--- config.mk ---
export PLATFORM = sky130hd
export DESIGN_NAME = vx_perf_counter_bank
export DESIGN_NICKNAME = d
export VERILOG_FILES = /design/src/rtl/vx_perf_pkg.sv /design/src/rtl/vx_perf_counter.sv /design/src/rtl/vx_perf_counter_bank.sv
export SDC_FILE = /design/constraint.sdc
export NUM_CORES = 1
export LEC_CHECK = 0
export CORE_MARGIN = 2
export CORE_UTILIZATION = 42
export DETAILED_ROUTE_END_ITERATION = 12
export GPL_ROUTABILITY_DRIVEN = 0
export SETUP_SLACK_MARGIN = 0.3
export SYNTH_ARGS = -nofsm -noshare
export SYNTH_HDL_FRONTEND = slang
export SYNTH_SLANG_ARGS = --single-unit
--- constraint.sdc ---
create_clock -name clk -period 28.6 [get_ports clk]
set_input_delay 5.72 -clock clk [delete_from_list [all_inputs] [get_ports clk]]
set_output_delay 5.72 -clock clk [all_outputs]
set_load 0.02 [all_outputs]
--- src/rtl/vx_perf_pkg.sv ---
// Shared definitions for the performance counter bank: read word sizes,
// pipeline event channel numbering and the read-request record.
package vx_perf_pkg;

   localparam int PERF_RD_WORD_W = 32;
   localparam int PERF_CTR_MAX_W = 64;
   localparam int PERF_IDX_W     = 5;

   typedef enum logic [PERF_IDX_W-1:0] {
      PERF_LOADS      = 5'd0,
      PERF_STORES     = 5'd1,
      PERF_BRANCHES   = 5'd2,
      PERF_IBF_STALLS = 5'd3,
      PERF_SCB_STALLS = 5'd4,
      PERF_LSU_STALLS = 5'd5,
      PERF_CSR_STALLS = 5'd6,
      PERF_ALU_STALLS = 5'd7,
      PERF_FPU_STALLS = 5'd8,
      PERF_GPU_STALLS = 5'd9
   } perf_event_e;

   typedef struct packed {
      logic [PERF_IDX_W-1:0] idx;
      logic                  hi;
   } perf_rd_req_t;

endpackage

--- src/rtl/vx_perf_counter.sv ---
// One event counter with enable, synchronous clear, multi-bit increment and a
// sticky overflow flag; wraps or saturates depending on SATURATE.
module vx_perf_counter
   import vx_perf_pkg::*;
#(
   parameter int CTR_WIDTH = 44,
   parameter int INC_WIDTH = 4,
   parameter int SATURATE  = 0
)(
   input  logic                 clk,
   input  logic                 reset,
   input  logic                 clear,
   input  logic                 count_en,
   input  logic [INC_WIDTH-1:0] inc_amt,
   output logic [CTR_WIDTH-1:0] value,
   output logic                 ovf
);

   logic [CTR_WIDTH:0] sum;

   // One extra bit so the carry-out is the overflow indication
   always_comb begin
      sum = {1'b0, value} + (CTR_WIDTH+1)'(inc_amt);
   end

   // Counter and sticky flag; clear wins over any increment in the same cycle
   always_ff @(posedge clk or posedge reset) begin
      if (reset) begin
         value <= '0;
         ovf   <= 1'b0;
      end else if (clear) begin
         value <= '0;
         ovf   <= 1'b0;
      end else if (count_en) begin
         if (sum[CTR_WIDTH]) begin
            ovf   <= 1'b1;
            value <= (SATURATE != 0) ? {CTR_WIDTH{1'b1}} : sum[CTR_WIDTH-1:0];
         end else begin
            value <= sum[CTR_WIDTH-1:0];
         end
      end
   end

endmodule

--- src/rtl/vx_perf_counter_bank.sv ---
// Bank of pipeline event counters read as 32-bit halves over a valid/ready port,
// with a shadow copy for tear-free 64-bit reads. VX_PERF_CTR_IRQ_EN adds irq.
module vx_perf_counter_bank
   import vx_perf_pkg::*;
#(
   parameter  int NUM_CTRS  = 8,
   parameter  int CTR_WIDTH = 44,
   parameter  int INC_WIDTH = 4,
   parameter  int SATURATE  = 0,
   localparam int IDX_W     = (NUM_CTRS > 1) ? $clog2(NUM_CTRS) : 1
)(
   input  logic                          clk,
   input  logic                          reset,
   input  logic                          count_en,
   input  logic                          clear,
   input  logic [NUM_CTRS*INC_WIDTH-1:0] inc_amt,
   input  logic                          rd_req_valid,
   output logic                          rd_req_ready,
   input  logic [IDX_W-1:0]              rd_req_idx,
   input  logic                          rd_req_hi,
   output logic                          rd_rsp_valid,
   input  logic                          rd_rsp_ready,
   output logic [PERF_RD_WORD_W-1:0]     rd_rsp_data,
   output logic [NUM_CTRS-1:0]           ovf_flags
`ifdef VX_PERF_CTR_IRQ_EN
   ,
   output logic                          irq
`endif
);

   perf_rd_req_t              req;
   logic [CTR_WIDTH-1:0]      ctr_val [NUM_CTRS];
   logic [PERF_CTR_MAX_W-1:0] live;
   logic [PERF_CTR_MAX_W-1:0] shadow;
   logic [PERF_IDX_W-1:0]     shadow_idx;
   logic [PERF_RD_WORD_W-1:0] rd_word;
   logic                      idx_ok;
   logic                      req_fire;

   assign req          = '{idx: PERF_IDX_W'(rd_req_idx), hi: rd_req_hi};
   assign idx_ok       = (int'(req.idx) < NUM_CTRS);
   assign rd_req_ready = !rd_rsp_valid || rd_rsp_ready;
   assign req_fire     = rd_req_valid && rd_req_ready;

   for (genvar g = 0; g < NUM_CTRS; g++) begin : g_ctr
      vx_perf_counter #(
         .CTR_WIDTH (CTR_WIDTH),
         .INC_WIDTH (INC_WIDTH),
         .SATURATE  (SATURATE)
      ) u_ctr (
         .clk      (clk),
         .reset    (reset),
         .clear    (clear),
         .count_en (count_en),
         .inc_amt  (inc_amt[g*INC_WIDTH +: INC_WIDTH]),
         .value    (ctr_val[g]),
         .ovf      (ovf_flags[g])
      );
   end

   // Select the registered counter value; zero-extension makes narrow counters read 0 above their width
   always_comb begin
      live = '0;
      for (int i = 0; i < NUM_CTRS; i++) begin
         live = live | ((int'(req.idx) == i) ? PERF_CTR_MAX_W'(ctr_val[i]) : '0);
      end
      if (!idx_ok) begin
         rd_word = '0;
      end else if (!req.hi) begin
         rd_word = live[PERF_RD_WORD_W-1:0];
      end else if (req.idx == shadow_idx) begin
         rd_word = shadow[PERF_CTR_MAX_W-1:PERF_RD_WORD_W];
      end else begin
         rd_word = live[PERF_CTR_MAX_W-1:PERF_RD_WORD_W];
      end
   end

   // Response register; a low-word read also snapshots the whole counter for the later high read
   always_ff @(posedge clk or posedge reset) begin
      if (reset) begin
         rd_rsp_valid <= 1'b0;
         rd_rsp_data  <= '0;
         shadow       <= '0;
         shadow_idx   <= '0;
      end else if (req_fire) begin
         rd_rsp_valid <= 1'b1;
         rd_rsp_data  <= rd_word;
         if (idx_ok && !req.hi) begin
            shadow     <= live;
            shadow_idx <= req.idx;
         end
      end else if (rd_rsp_ready) begin
         rd_rsp_valid <= 1'b0;
      end
   end

`ifdef VX_PERF_CTR_IRQ_EN
   // Interrupt follows the flags one cycle later
   always_ff @(posedge clk or posedge reset) begin
      if (reset) begin
         irq <= 1'b0;
      end else begin
         irq <= |ovf_flags;
      end
   end
`endif

endmodule

==> summary.md <==
| Metric | Value |
|---|---|
| Status | complete, no violations |
| Root buf cell | clkbuf_16 |
| First-pass GRT wire length | 118,000 um |
| Largest net degree at the start of global routing | 188 |
| Final worst setup slack | 15.88 ns |
| Crit-path max FO | 5 |
| CP max stage delay | 0.64 ns |
| Mapped cell area | 23,300 sq um |
| Critical path endpoint category | output port |
| Clock Sinks | 408 |
| Synthesis-to-layout area growth | 12.3% |
| Initial antenna violation count | 0 |
| Die Area | 57,500 sq um |
| Fin util | 0.477 |
| Slew Limit Fails | 0 |
| Hpwl dp | 55,100 um |
| Ys Warns | 0 |
| Setup TNS | 0 ns |
| Commonest non-fill, non-tap cell in the layout | dfrtp_1 |
| Routed wire per std cell | 23.8 um |
| Max Fclk | 78.6 MHz |
| Final period util | 0.445 |
| Clock Tree Buf Depth | 3 |
| Total of max-cap violations | 0 |
| Leakage | 10.2 nW |
| Die H | 240 um |
| Placed Instances | 3,229 |
| Slew margin rel. | 0.296 |
| Crit-path most repeated cell | clkdlybuf4s50_1 |
| # DRC | 0 |
| Critical Path Slowest Stage Cell | clkdlybuf4s50_1 |
| Ratio of cells with drive above 1 in the final layout | 0.0700 |
| CP Class | in2out |
| Vias per cell | 6.27 |
| Power Density | 50.9 nW/um^2 |
| DIE WIDTH | 240 um |
| Sequential area share after synthesis | 0.438 |
| Worst EP required | 22.88 ns |
| Hold Path Class | reg2reg |
| Pre-CTS setup slack | 15.88 ns |
| Vias in the first global route | 19,100 |
| DR vias | 20,700 |
| TritonCTS buffer count | 46 |
| Synthesized instance count | 2,524 |
| Core ar. | 55,000 sq um |
| Post-DP Area | 24,800 sq um |
| Ports | 84 |
| Final setup violation count | 0 |
| I/O Buffers | 83 |
| Clk Latency, worst-skew pair | 0.59 ns |
| Post-route minimum period | 12.72 ns |
| Cell Chain, Critical Path | clkdlybuf4s50_1, nand2b_1, clkdlybuf4s50_1 |
| Starting Density | 0.424 |
| RSZ-0062 raised after global routing | no |
| Synth async-reset ratio | 1.00 |
| Worst slew pin tran | 1.05 ns |
| Fin. Hold Viols | 0 |
| Initial drt markers | 2,270 |
| Setup bufs post-CTS | 0 |
| Rows | 86 |
| Nature of the critical path startpoint | input port |
| Total wire length | 78,700 um |
| Post-CTS Hold Buffers | 0 |
| TritonCTS clock tree | built |
| Flops & latches, synth | 408 |
| Net total in the final layout | 2,611 |
| Post-Syn Nets | 2,606 |
| Number of synthesized flops with an enable pin | 0 |
| VDD IR max | 0.0415 mV |
| Post-cts resize count | 0 |
| GRT overflow | 0 |
| GR Util All Layers | 0.272 |
| Avg Synthesized Cell Area | 9.24 sq um |
| Post-route non-filler standard cell count | 3,306 |
| Clk_skew | 0.0153 ns |
| Worst-path clk slew | 0.06 ns |
| Most frequent cells in the layout | dfrtp_1, nor2_1, a21oi_1 |
| Initial DRT Pass Iterations | 6 |
| Synth unique cells | 62 |
| DRT antenna net count | 0 |
| Final Instance Area | 26,200 sq um |
| Max H-tree Level | 2 |
| Data arrival, critical path | 7.00 ns |
| Main flop type after synthesis | dfrtp_1 |
[sequential cells by signal, indices dropped and copies added, names as in the netlist]
| register | cells |
|---|---|
| shadow | 12 |
| g_ctr.u_ctr.value | 352 |
| rd_rsp_data | 32 |
| g_ctr.u_ctr.ovf | 8 |
| shadow_idx | 3 |
| rd_rsp_valid | 1 |
[worst max-delay path, delay by kind of cell]
family                 cells  cell delay [ns]
and+or+nand+nor            1             0.19
buffers and inverters      2             1.09
[kinds of logic after synthesis]
group	Yosys count	synth area share
AO/OA/AOI/OAI	569	0.162
buffers and inverters	213	0.0362
adder cells (fa/ha/maj)	40	0.0240
XOR/XNOR	198	0.0743
flip-flops	408	0.438
AND/OR/NAND/NOR	1017	0.228
multiplexers	79	0.0382
[worst paths after layout]
check	start	to	slack, ns	cells past startpoint
max reg2reg	g_ctr[6].u_ctr.value[7]$_DFFE_PP0P_	g_ctr[6].u_ctr.value[38]$_DFFE_PP0P_	25.30	5
max in group asynchronous	reset	g_ctr[2].u_ctr.value[6]$_DFFE_PP0P_	20.04	5
min reg2reg	shadow[33]$_DFFE_PP0P_	shadow[33]$_DFFE_PP0P_	0.47	2
max	rd_rsp_ready	rd_req_ready	15.88	3
min	shadow[33]$_DFFE_PP0P_	shadow[33]$_DFFE_PP0P_	0.47	2
min in group asynchronous	reset	g_ctr[3].u_ctr.ovf$_DFFE_PP0P_	5.64	2
[through the flow]
stage	hold WS, ns	power (mW)
2_1_floorplan	0.435	0.695
3_3_place_gp	0.446	0.747
3_5_place_dp	0.461	0.750
4_1_cts	0.473	1.34
5_1_grt	0.501	1.38
6_report	0.472	1.33
[power breakdown]
| group | switching, mW | internal [mW] | total [mW] |
|---|---|---|---|
| sequential | 0.0137 | 0.589 | 0.602 |
| combinational | 0.0944 | 0.0452 | 0.140 |
| clock | 0.248 | 0.345 | 0.593 |
[synth_stat cells (9+ instances only)]
cell type / n / share of area
a221o_1: 14 / 0.0060
inv_1: 48 / 0.0077
a22o_1: 31 / 0.012
nand3_1: 120 / 0.026
ha_1: 32 / 0.017
nor2_1: 282 / 0.045
nor3_1: 55 / 0.012
nor4b_1: 13 / 0.0049
a211oi_1: 21 / 0.0068
nor2b_1: 27 / 0.0072
dfrtp_1: 408 / 0.44
and3_1: 31 / 0.0083
o211ai_1: 11 / 0.0035
a31oi_1: 11 / 0.0029
nor4_1: 49 / 0.013
nor3b_1: 9 / 0.0029
mux2i_1: 35 / 0.015
a22oi_1: 98 / 0.032
or3_1: 91 / 0.024
xor2_1: 83 / 0.031
o21ai_0: 112 / 0.024
a21oi_1: 141 / 0.030
or2_2: 9 / 0.0024
buf_1: 14 / 0.0023
xnor2_1: 115 / 0.043
o31ai_1: 36 / 0.012
nand4_1: 110 / 0.029
and4_1: 16 / 0.0060
mux2_2: 40 / 0.019
nand2_1: 130 / 0.021
a21o_1: 27 / 0.0087
a221oi_1: 27 / 0.010
clkbuf_1: 139 / 0.022
or4_1: 46 / 0.015
[routing by layer]
layer / share of wire / up-vias / global-route usage
met5: 0 / - / 0
met1: 0.41 / 10300 / 0.367
met2: 0.46 / 915 / 0.422
met3: 0.075 / 202 / 0.0425
met4: 0.056 / 0 / 0.148
li1: - / 9352 / -
[layout make-up]
class,count,area [sq um]
clock inverter,7,88.8
antenna,1,2.50
multi-input combinational,1903,12300
fill,5128,28800
tap,748,936
sequential,408,10200
inverter,49,191
clock buffer,69,1370
timing repair buffer,121,1110
No activity file was read; power rests on OpenSTA's default activity.
